===== src/rtl/game_timer_pkg.sv =====
// Shared definitions for the ping-pong game timebase.
// Covers the phase encoding, the ball-step period per speed level and the counter sizing helper.
package game_timer_pkg;

    typedef enum logic [2:0] {
        PH_IDLE      = 3'd0,
        PH_COUNTDOWN = 3'd1,
        PH_RUN       = 3'd2,
        PH_PAUSED    = 3'd3,
        PH_SERVE     = 3'd4
    } phase_t;

    localparam int PHASE_W = 3;

    function automatic int stepPeriod(input int level, input int init, input int dec);
        return init - level * dec;
    endfunction

    // Bits needed for a counter holding 0..n-1; never narrower than one bit.
    function automatic int cntWidth(input int n);
        return (n <= 1) ? 1 : $clog2(n);
    endfunction

endpackage


===== src/rtl/game_timer_controller_tick_prescaler.sv =====
// Base-tick prescaler: counts 0..TICK_DIV-1 while enabled and flags the wrap cycle.
// It is the single free-running counter of the game timebase; clear overrides enable.
module tick_prescaler
    import game_timer_pkg::*;
#(
    parameter int TICK_DIV = 50000
) (
    input  logic clock,
    input  logic reset,
    input  logic enable,
    input  logic clear,
    output logic tick
);

    localparam int               CNT_W    = cntWidth(TICK_DIV);
    localparam logic [CNT_W-1:0] CNT_LAST = CNT_W'(TICK_DIV - 1);
    localparam logic [CNT_W-1:0] CNT_ONE  = CNT_W'(1);

    logic [CNT_W-1:0] r_count;

    // Tick is high during the cycle whose closing edge wraps the count back to zero.
    assign tick = enable && (r_count == CNT_LAST);

    always_ff @(posedge clock or posedge reset) begin
        if (reset) begin
            r_count <= '0;
        end else if (clear) begin
            r_count <= '0;
        end else if (enable) begin
            if (r_count == CNT_LAST) begin
                r_count <= '0;
            end else begin
                r_count <= r_count + CNT_ONE;
            end
        end
    end

endmodule


===== src/rtl/game_timer_controller.sv =====
// Round-phase sequencer for the ping-pong game: schedules the shared prescaler across
// countdown, run, pause and serve, and emits ball_step pulses that speed up with paddle hits.
module game_timer_controller
    import game_timer_pkg::*;
#(
    parameter int TICK_DIV        = 50000,
    parameter int TICKS_PER_SEC   = 1000,
    parameter int COUNTDOWN_SECS  = 3,
    parameter int SERVE_TICKS     = 500,
    parameter int STEP_TICKS_INIT = 20,
    parameter int STEP_TICKS_DEC  = 4,
    parameter int SPEED_LEVELS    = 4,
    parameter int HITS_PER_LEVEL  = 4
) (
    input  logic                                  clock,
    input  logic                                  reset,
    input  logic                                  start,
    input  logic                                  pause_toggle,
    input  logic                                  hit,
    input  logic                                  point_scored,
    input  logic                                  game_over,
    output logic                                  ball_step,
    output logic [cntWidth(COUNTDOWN_SECS+1)-1:0] countdown,
    output logic [cntWidth(SPEED_LEVELS)-1:0]     speed_level,
    output logic [PHASE_W-1:0]                    phase,
    output logic                                  running
);

    localparam int CD_W   = cntWidth(COUNTDOWN_SECS + 1);
    localparam int LV_W   = cntWidth(SPEED_LEVELS);
    localparam int SEC_W  = cntWidth(TICKS_PER_SEC);
    localparam int STEP_W = cntWidth(STEP_TICKS_INIT);
    localparam int SRV_W  = cntWidth(SERVE_TICKS);
    localparam int HIT_W  = cntWidth(HITS_PER_LEVEL);

    localparam logic [CD_W-1:0]  CD_INIT  = CD_W'(COUNTDOWN_SECS);
    localparam logic [CD_W-1:0]  CD_ONE   = CD_W'(1);
    localparam logic [LV_W-1:0]  LV_MAX   = LV_W'(SPEED_LEVELS - 1);
    localparam logic [LV_W-1:0]  LV_ONE   = LV_W'(1);
    localparam logic [SEC_W-1:0] SEC_LAST = SEC_W'(TICKS_PER_SEC - 1);
    localparam logic [SEC_W-1:0] SEC_ONE  = SEC_W'(1);
    localparam logic [STEP_W-1:0] STEP_ONE = STEP_W'(1);
    localparam logic [SRV_W-1:0] SRV_LAST = SRV_W'(SERVE_TICKS - 1);
    localparam logic [SRV_W-1:0] SRV_ONE  = SRV_W'(1);
    localparam logic [HIT_W-1:0] HIT_LAST = HIT_W'(HITS_PER_LEVEL - 1);
    localparam logic [HIT_W-1:0] HIT_ONE  = HIT_W'(1);

    if (STEP_TICKS_INIT - (SPEED_LEVELS - 1) * STEP_TICKS_DEC < 1) begin : g_badStepConfig
        $error("game_timer_controller: fastest step period must be at least one tick");
    end

    phase_t              r_phase;
    phase_t              r_returnPhase;
    logic [SEC_W-1:0]    r_secCnt;
    logic [STEP_W-1:0]   r_stepCnt;
    logic [SRV_W-1:0]    r_serveCnt;
    logic [HIT_W-1:0]    r_hitCnt;
    logic [CD_W-1:0]     r_countdown;
    logic [LV_W-1:0]     r_speedLevel;
    logic                r_ballStep;
    logic                r_running;

    phase_t              w_nextPhase;
    phase_t              w_nextReturn;
    logic                w_tick;
    logic                w_prescalerEn;
    logic                w_prescalerClr;
    logic                w_phaseChange;
    logic                w_freshEntry;
    logic                w_gameOver;
    logic                w_secDue;
    logic                w_stepDue;
    logic                w_serveDue;
    logic [STEP_W-1:0]   w_stepLast;
    logic [SEC_W-1:0]    w_secCntNext;
    logic [STEP_W-1:0]   w_stepCntNext;
    logic [SRV_W-1:0]    w_serveCntNext;
    logic [HIT_W-1:0]    w_hitCntNext;
    logic [CD_W-1:0]     w_countdownNext;
    logic [LV_W-1:0]     w_speedLevelNext;
    logic                w_ballStepNext;
    logic                w_runningNext;

    tick_prescaler #(
        .TICK_DIV (TICK_DIV)
    ) u_prescaler (
        .clock  (clock),
        .reset  (reset),
        .enable (w_prescalerEn),
        .clear  (w_prescalerClr),
        .tick   (w_tick)
    );

    // Fresh entry restarts the timebase; moves into or out of PAUSED keep it where it was.
    assign w_gameOver     = game_over && (r_phase != PH_IDLE);
    assign w_phaseChange  = (w_nextPhase != r_phase);
    assign w_freshEntry   = w_phaseChange && (r_phase != PH_PAUSED) && (w_nextPhase != PH_PAUSED);
    assign w_prescalerEn  = (r_phase == PH_COUNTDOWN) || (r_phase == PH_RUN) || (r_phase == PH_SERVE);
    assign w_prescalerClr = (w_nextPhase == PH_IDLE) || w_freshEntry;

    assign w_stepLast = STEP_W'(stepPeriod(int'(r_speedLevel), STEP_TICKS_INIT, STEP_TICKS_DEC) - 1);
    assign w_secDue   = (r_phase == PH_COUNTDOWN) && w_tick && (r_secCnt == SEC_LAST);
    // A level change can leave step_cnt above the shorter period; >= lets it fire rather than wrap.
    assign w_stepDue  = (r_phase == PH_RUN) && w_tick && (r_stepCnt >= w_stepLast);
    assign w_serveDue = (r_phase == PH_SERVE) && w_tick && (r_serveCnt == SRV_LAST);

    always_ff @(posedge clock or posedge reset) begin
        if (reset) begin
            r_phase       <= PH_IDLE;
            r_returnPhase <= PH_IDLE;
        end else begin
            r_phase       <= w_nextPhase;
            r_returnPhase <= w_nextReturn;
        end
    end

    always_comb begin
        w_nextPhase  = r_phase;
        w_nextReturn = r_returnPhase;
        if (w_gameOver) begin
            w_nextPhase  = PH_IDLE;
            w_nextReturn = PH_IDLE;
        end else begin
            case (r_phase)
                PH_IDLE: begin
                    if (start) begin
                        w_nextPhase = PH_COUNTDOWN;
                    end
                end
                PH_COUNTDOWN: begin
                    if (pause_toggle) begin
                        w_nextPhase  = PH_PAUSED;
                        w_nextReturn = PH_COUNTDOWN;
                    end else if (w_secDue && (r_countdown == CD_ONE)) begin
                        w_nextPhase = PH_RUN;
                    end
                end
                PH_RUN: begin
                    if (point_scored) begin
                        w_nextPhase = PH_SERVE;
                    end else if (pause_toggle) begin
                        w_nextPhase  = PH_PAUSED;
                        w_nextReturn = PH_RUN;
                    end
                end
                PH_SERVE: begin
                    if (pause_toggle) begin
                        w_nextPhase  = PH_PAUSED;
                        w_nextReturn = PH_SERVE;
                    end else if (w_serveDue) begin
                        w_nextPhase = PH_RUN;
                    end
                end
                PH_PAUSED: begin
                    if (pause_toggle) begin
                        w_nextPhase = r_returnPhase;
                    end
                end
                default: begin
                    w_nextPhase  = PH_IDLE;
                    w_nextReturn = PH_IDLE;
                end
            endcase
        end
    end

    // Next values of the phase counters and registered outputs; any phase change mutes ball_step.
    always_comb begin
        w_secCntNext     = r_secCnt;
        w_stepCntNext    = r_stepCnt;
        w_serveCntNext   = r_serveCnt;
        w_hitCntNext     = r_hitCnt;
        w_countdownNext  = r_countdown;
        w_speedLevelNext = r_speedLevel;
        w_ballStepNext   = 1'b0;
        w_runningNext    = (w_nextPhase == PH_RUN);
        if (w_gameOver) begin
            w_secCntNext     = '0;
            w_stepCntNext    = '0;
            w_serveCntNext   = '0;
            w_hitCntNext     = '0;
            w_countdownNext  = '0;
            w_speedLevelNext = '0;
        end else begin
            case (r_phase)
                PH_IDLE: begin
                    if (start) begin
                        w_countdownNext  = CD_INIT;
                        w_speedLevelNext = '0;
                        w_hitCntNext     = '0;
                    end
                end
                PH_COUNTDOWN: begin
                    if (!pause_toggle && w_tick) begin
                        if (w_secDue) begin
                            w_secCntNext    = '0;
                            w_countdownNext = r_countdown - CD_ONE;
                        end else begin
                            w_secCntNext = r_secCnt + SEC_ONE;
                        end
                    end
                end
                PH_RUN: begin
                    if (point_scored) begin
                        w_speedLevelNext = '0;
                        w_hitCntNext     = '0;
                    end else if (!pause_toggle) begin
                        if (hit && (r_speedLevel != LV_MAX)) begin
                            if (r_hitCnt == HIT_LAST) begin
                                w_speedLevelNext = r_speedLevel + LV_ONE;
                                w_hitCntNext     = '0;
                            end else begin
                                w_hitCntNext = r_hitCnt + HIT_ONE;
                            end
                        end
                        if (w_tick) begin
                            if (w_stepDue) begin
                                w_stepCntNext  = '0;
                                w_ballStepNext = 1'b1;
                            end else begin
                                w_stepCntNext = r_stepCnt + STEP_ONE;
                            end
                        end
                    end
                end
                PH_SERVE: begin
                    if (!pause_toggle && w_tick) begin
                        if (w_serveDue) begin
                            w_serveCntNext = '0;
                        end else begin
                            w_serveCntNext = r_serveCnt + SRV_ONE;
                        end
                    end
                end
                default: begin
                    w_secCntNext = r_secCnt;
                end
            endcase
            if (w_freshEntry) begin
                w_secCntNext   = '0;
                w_stepCntNext  = '0;
                w_serveCntNext = '0;
            end
        end
    end

    always_ff @(posedge clock or posedge reset) begin
        if (reset) begin
            r_secCnt     <= '0;
            r_stepCnt    <= '0;
            r_serveCnt   <= '0;
            r_hitCnt     <= '0;
            r_countdown  <= '0;
            r_speedLevel <= '0;
            r_ballStep   <= 1'b0;
            r_running    <= 1'b0;
        end else begin
            r_secCnt     <= w_secCntNext;
            r_stepCnt    <= w_stepCntNext;
            r_serveCnt   <= w_serveCntNext;
            r_hitCnt     <= w_hitCntNext;
            r_countdown  <= w_countdownNext;
            r_speedLevel <= w_speedLevelNext;
            r_ballStep   <= w_ballStepNext;
            r_running    <= w_runningNext;
        end
    end

    assign ball_step   = r_ballStep;
    assign countdown   = r_countdown;
    assign speed_level = r_speedLevel;
    assign phase       = r_phase;
    assign running     = r_running;

endmodule


===== config.mk =====
export PLATFORM = sky130hd
export DESIGN_NAME = game_timer_controller
export DESIGN_NICKNAME = d
export VERILOG_FILES = /design/src/rtl/game_timer_pkg.sv /design/src/rtl/game_timer_controller_tick_prescaler.sv /design/src/rtl/game_timer_controller.sv
export SDC_FILE = /design/constraint.sdc
export NUM_CORES = 1
export LEC_CHECK = 0
export ABC_AREA = 0
export CORE_MARGIN = 4
export CORE_UTILIZATION = 55
export DETAILED_ROUTE_END_ITERATION = 7
export PLACE_DENSITY = 0.78
export SYNTH_ARGS = -nofsm -noshare
export SYNTH_HDL_FRONTEND = slang
export SYNTH_HIERARCHICAL = 1
export SYNTH_SLANG_ARGS = --single-unit
export TNS_END_PERCENT = 30

===== constraint.sdc =====
create_clock -name clock -period 5.7 [get_ports clock]
set_clock_uncertainty 0.15 [all_clocks]
set_input_delay 0.855 -clock clock [delete_from_list [all_inputs] [get_ports clock]]
set_output_delay 0.855 -clock clock [all_outputs]
set_load 0.05 [all_outputs]

==> Yosys cells after proc, flatten, opt, wreduce, memory -nomap -nowiden <==
Index checks and enable logic that the tools add are counted.
Widths: inputs -> output; s select.
{ "word_totals": {"regBits": 54, "in_bits": 7, "wordCells": 144, "output_inout_bits": 9} }
{ "classes": {"magnitude_cmp": 1, "n_eq_ne": 27, "addsub": 9, "muxes": 60, "reduce_logical": 36} }
{ "op_table": {"columns": ["op", "n"], "rows": [
  ["$mux 10", 5],
  ["$mux 16", 3],
  ["$mux 9", 5],
  ["$mux 3", 14],
  ["$mux 5", 7],
  ["$mux 2", 15],
  ["$reduce_bool 3->1", 8],
  ["$ne 3x3->1 const B", 6],
  ["$add 16x1->16 const B", 1],
  ["$eq 16x16->1 const B", 1],
  ["$pmux 3 s5", 1],
  ["$logic_and 1x1->1", 13],
  ["$pmux 2 s2", 3],
  ["$pmux 3 s4", 1],
  ["$reduce_and 4->1", 3],
  ["$add 10x1->10 const B", 1],
  ["$eq 10x10->1 const B", 1],
  ["$reduce_and 5->1", 2],
  ["$add 9x1->9 const B", 1],
  ["$eq 3x2->1 const B", 3],
  ["$eq 9x9->1 const B", 1],
  ["$ne 3x2->1 const B", 3],
  ["$ne 4x3->1 const B", 2],
  ["$logic_not 3->1", 2],
  ["other kinds (21)", 31]
]} }

==> Longest topological paths before layout <==
{ "logic_depth": {"ltp_word": 16, "depth_mapped": 19, "depth_no_buf": 16} }

==> By module <==
The synthesis kept the hierarchy.
{ "modules_own_cells": {"columns": ["module", "cells_each", "seq_area_each_um2", "area_each_um2", "instances"], "rows": [
  ["game_timer_controller", 295, 950.9, 2523.7, 1],
  ["tick_prescaler", 104, 400.4, 957.2, 1]
]} }

==> Worst setup path after synthesis <==
No wires, ideal clock.
{ "synth_path": {"path_type": "flip-flop to flip-flop", "startpoint": "register r_phase[0] (netlist: phase[0])", "endpoint": "register u_prescaler.r_count[5]", "slack_ps": 662, "stages_incl_launch_ff": 19, "period_less_slack_ps": 5038, "t_required_ps": 5422, "setup_ps": 128, "arrival_time_ps": 4760, "path_buffers": 4, "cell_sequence": "dfrtp_1 > buf_2 > clkbuf_1 > buf_1 > xor2_1 > nor2_1 > a21oi_1 > inv_1 > nor2_1 > or3b_2 > nor4_2 > buf_4 > a2bb2oi_1 > or3b_1 > a31oi_1 > nor2_1 > nor4b_1 > xnor2_1 > nor2_1"} }
{ "synth_via": {"elab_chain_len": 16, "word_cells_on_any_way": 34, "classes_between": "eq/ne: 7; mux: 11; reduce/logical: 16"} }
{ "synth_lines": {"columns": ["element", "line", "text"], "rows": [
  ["start, declared", "game_timer_controller.sv:52", "phase_t r_phase;"],
  ["start signal, assigned", "game_timer_controller.sv:112", "r_phase <= w_nextPhase;"],
  ["$eq 3x1->1 or $eq 3x2->1 (tied branches)", "game_timer_controller.sv:98", "assign w_prescalerEn = (r_phase == PH_COUNTDOWN) || (r_phase == PH_RUN) || (r_phase == PH_SERVE);"],
  ["$logic_or 1x1->1", "game_timer_controller.sv:98", null],
  ["$logic_or 1x1->1 (*)", "game_timer_controller.sv:98", null],
  ["via w_prescalerEn", "game_timer_controller.sv:66", "logic w_prescalerEn;"],
  ["$logic_and 1x1->1 (*)", "game_timer_controller_tick_prescaler.sv:22", "assign tick = enable && (r_count == CNT_LAST);"],
  ["via w_tick", "game_timer_controller.sv:65", "logic w_tick;"],
  ["$logic_and 1x1->1 (2 in a row)", "game_timer_controller.sv:102", "assign w_secDue = (r_phase == PH_COUNTDOWN) && w_tick && (r_secCnt == SEC_LAST);"],
  ["$logic_and 1x1->1", "game_timer_controller.sv:134", "end else if (w_secDue && (r_countdown == CD_ONE)) begin"],
  ["$mux 3", "game_timer_controller.sv:134", null],
  ["$mux 3", "game_timer_controller.sv:131", "if (pause_toggle) begin"],
  ["$pmux 3 s5 (*)", "game_timer_controller.sv:124", "case (r_phase)"],
  ["$mux 3 (*)", "game_timer_controller.sv:120", "if (w_gameOver) begin"],
  ["$ne 3x3->1", "game_timer_controller.sv:96", "assign w_phaseChange = (w_nextPhase != r_phase);"],
  ["$logic_and 1x1->1 (2 in a row)", "game_timer_controller.sv:97", "assign w_freshEntry = w_phaseChange && (r_phase != PH_PAUSED) && (w_nextPhase != PH_PAUSED);"],
  ["$logic_or 1x1->1 (*)", "game_timer_controller.sv:99", "assign w_prescalerClr = (w_nextPhase == PH_IDLE) || w_freshEntry;"],
  ["via w_prescalerClr", "game_timer_controller.sv:67", "logic w_prescalerClr;"],
  ["$mux 16 or $reduce_bool 2->1 (tied branches)", null, null],
  ["end signal, assigned", "game_timer_controller_tick_prescaler.sv:33", "r_count <= r_count + CNT_ONE;"],
  ["end, declared", "game_timer_controller_tick_prescaler.sv:19", "logic [CNT_W-1:0] r_count;"]
]} }
The timed path passes the listed nets; every way through them passes the cells marked *.
A chain may end at the register's enable or synchronous reset.

==> Worst setup path in the final report <==
Same ends and word-level chain as after synthesis.

==> metrics.yaml <==
power_and_ir_drop:
  p_leak_nw: 1.57
  power.density_nw_per_um2: 363
  irDropWorstVdd_mv: 0.340
logic_synthesis:
  synth_top_cell_area_share: 0.388
  synth_seq_cells: 54
  synth_mux_area_frac: 0.0205
  synth_nets: 417
  synth_warnings: 6
  synth_top_family_by_area: "simple AND/OR/NAND/NOR gates"
  yosys.area_share.simple: 0.302
  synth-main-ff-cell: "dfrtp_1"
  netlist_instances: 399
  yosysTopAreaCell: "dfrtp_1"
  netlist_area_sq_um: 3480
  async_flop_share: 1.00
  ys_seq_area_frac: 0.388
  netlist-cell-type-count: 65
  synthAdderAreaFrac: 0.0424
  synth_area_leaders: "dfrtp_1 39%, o21ai_0 4.5%, nor2_1 4.4%, ha_1 4.0%, nand2_1 3.2%"
  synthXorXnorAreaFrac: 0.0252
  synth-compound-area-share: 0.182
  avgSynthCellArea_sq_um: 8.72
  synth-edff-count: 0
cts:
  cts_buffers: 5
  post_cts_resized: 0
  clock_sinks: 54
  cts_tree: "yes"
  cts_root_buf: "clkbuf_8"
  postCtsSetupBuffers: 0
  clockBufferDepth: 2
  htreeDepth: 2
  insertion_delay_ns: 0.31
  hold_buffers: 0
  path_clk_slew_ns: 0.09
timing:
  period_share: 0.849
  setup_viol: 0
  report.final.slew_viol_count: 0
  worst_pin_slew_ns: 0.836
  fmax_mhz: 207
  min_period_ns: 4.84
  rsz0062_at_grt: "no"
  hold_viol_final: 0
  setup_tns_ns: 0
  postLayoutSetupSlackWorst_ns: 0.861
  slew_headroom: 0.440
finish:
  regArea_sq_um: 1350
  layout_commonest_cell: "dfrtp_1"
  fin_cells: 487
  area_growth_pct: 8.16
  final_area_sq_um: 3760
  drive_above_1_share: 0.112
  fill_cells: 503
  final_net_count: 429
  multi_input_area_sq_um: 1990
  diodes: 0
  final_cell_mix: "54 x dfrtp_1, 41 x nor2_1, 31 x o21ai_0, 30 x nand2_1, 19 x nand3_1"
floorplanning:
  core_area_sq_um: 6030
  io_pins: 16
  die_w_um: 87.6
  die_area_sq_um: 7670
  die_y_um: 87.6
  rows: 28
  start_util: 0.578
grt:
  grt_pass1_vias: 2914
  grt_pass1_wl_mm: 13.1
  gr-total-overflow: 0
  grt_usage: 0.213
  grt_max_degree: 39
  antenna_found_initial: 0
worst_setup_path:
  cp-start-kind: "flip-flop"
  path_class: "flip-flop to flip-flop"
  timing.rr.end: "u_prescaler/r_count[5]$_DFFE_PP0P_"
  r2r-start: "phase[0]$_DFF_PP0_"
  crit_path_end: "u_prescaler/r_count[5]$_DFFE_PP0P_"
  end_kind: "flip-flop"
  crit_start: "phase[0]$_DFF_PP0_"
  worstPathArrival_ns: 4.89
  ff2ff_path_depth: 14
  critPathMaxFanout: 27
  r2r_slack_ns: 0.86
  crit_required_ns: 5.75
placement:
  dpl_worst_slack_ns: 0.923
  placed_cells: 479
  dp_hpwl_mm: 5.19
  placement.cell_area_sq_um: 3670
  numPortBuffers: 15
  place_congestion: 0.962
detailed_routing:
  dr.pass1.iters: 5
  drt_wl_total_mm: 7.31
  ant_nets: 0
  wl_per_cell_um: 15.0
  route.detailed.drc: 0
  first_iter_violations: 212
  viasPerCell: 6.05
  dr_total_vias: 2947
flow_run:
  timing.max_cap.violations: 0
hold_path:
  hp-class: "flip-flop to flip-flop"
status:
  status: "finished, final reports clean"
worst max-delay path, cell delays in order, from the launching register on:
cell	delay (ns)
dfrtp_1	0.38
buf_4	0.21
or2_2	0.33
a21oi_1	0.27
inv_1	0.12
nor2_1	0.35
or3b_2	0.49
nor4_2	0.42
a2bb2oi_1	0.37
or3b_1	0.38
a31oi_1	0.34
nor2_1	0.23
nor4b_1	0.43
xnor2_1	0.19
nor2_1	0.06
layer usage:
layer,up-vias,GRT usage,share of wire
met5,-,0,0
met3,13,0.0376,0.032
met2,66,0.360,0.49
met1,1403,0.270,0.46
met4,0,0.0865,0.018
li1,1465,-,-
sequential cells by signal, indices dropped and copies added, names as in the netlist, 2 cells and up:
| register | count |
|---|---|
| u_prescaler/r_count | 16 |
| r_secCnt | 10 |
| r_serveCnt | 9 |
| r_stepCnt | 5 |
| phase | 3 |
| r_returnPhase | 3 |
| countdown | 2 |
| r_hitCnt | 2 |
| speed_level | 2 |
cell usage after synthesis (6+ instances only):
cell type and number:
clkbuf_1 6, nor2b_1 9, and3_1 12, ha_1 11, o21ai_0 31, o211ai_1 7
inv_1 15, nor2_2 13, and2_1 6, mux2i_1 6, a21oi_1 17, nand2_1 30
nor2_1 41, a21oi_2 7, nand3_1 19, a31oi_1 7, or3_1 6, dfrtp_1 54
xor2_1 6, nand4_1 9
cell type report:
type	instances	share of cell area
inverter	15	0.0150
tap	75	0.0249
clock inverter	1	0.00133
timing repair buffer	19	0.0479
multi-input combinational	316	0.529
sequential	54	0.359
clock buffer	7	0.0229
metrics by stage:
step / hold WS (ns) / power [W] / util
after floorplan: 0.295 / 0.00104 / -
after global placement: 0.325 / 0.00114 / 0.610
after detailed placement: 0.335 / 0.00116 / 0.610
after CTS: 0.349 / 0.00138 / 0.625
after global routing: 0.379 / 0.00147 / 0.625
final: 0.350 / 0.00137 / 0.625
worst min-delay path by stage:
stage                                        start                             endpoint  slack, ns  cells after the start
2_1_floorplan  u_prescaler/r_count[15]$_DFFE_PP0P_  u_prescaler/r_count[15]$_DFFE_PP0P_       0.30                      1
3_3_place_gp   u_prescaler/r_count[15]$_DFFE_PP0P_  u_prescaler/r_count[15]$_DFFE_PP0P_       0.32                      1
4_1_cts        u_prescaler/r_count[15]$_DFFE_PP0P_  u_prescaler/r_count[15]$_DFFE_PP0P_       0.35                      1
5_1_grt        u_prescaler/r_count[15]$_DFFE_PP0P_  u_prescaler/r_count[15]$_DFFE_PP0P_       0.38                      1
6_report       u_prescaler/r_count[15]$_DFFE_PP0P_  u_prescaler/r_count[15]$_DFFE_PP0P_       0.35                      1
3_5_place_dp   u_prescaler/r_count[15]$_DFFE_PP0P_  u_prescaler/r_count[15]$_DFFE_PP0P_       0.34                      1
logic make-up after synthesis:
logic type,Yosys count
AO/OA/AOI/OAI,96
XOR/XNOR,10
adder cells (fa/ha/maj),12
buffers and inverters,29
flip-flops,54
multiplexers,7
AND/OR/NAND/NOR,191
power by group:
part / internal [W] / switching (W)
Sequential: 0.000412 / 0.0000289
Clock: 0.0000983 / 0.000124
Combinational: 0.000217 / 0.000487
Total: 0.000727 / 0.000640
Note: power is estimated with default switching activity, not from simulation.
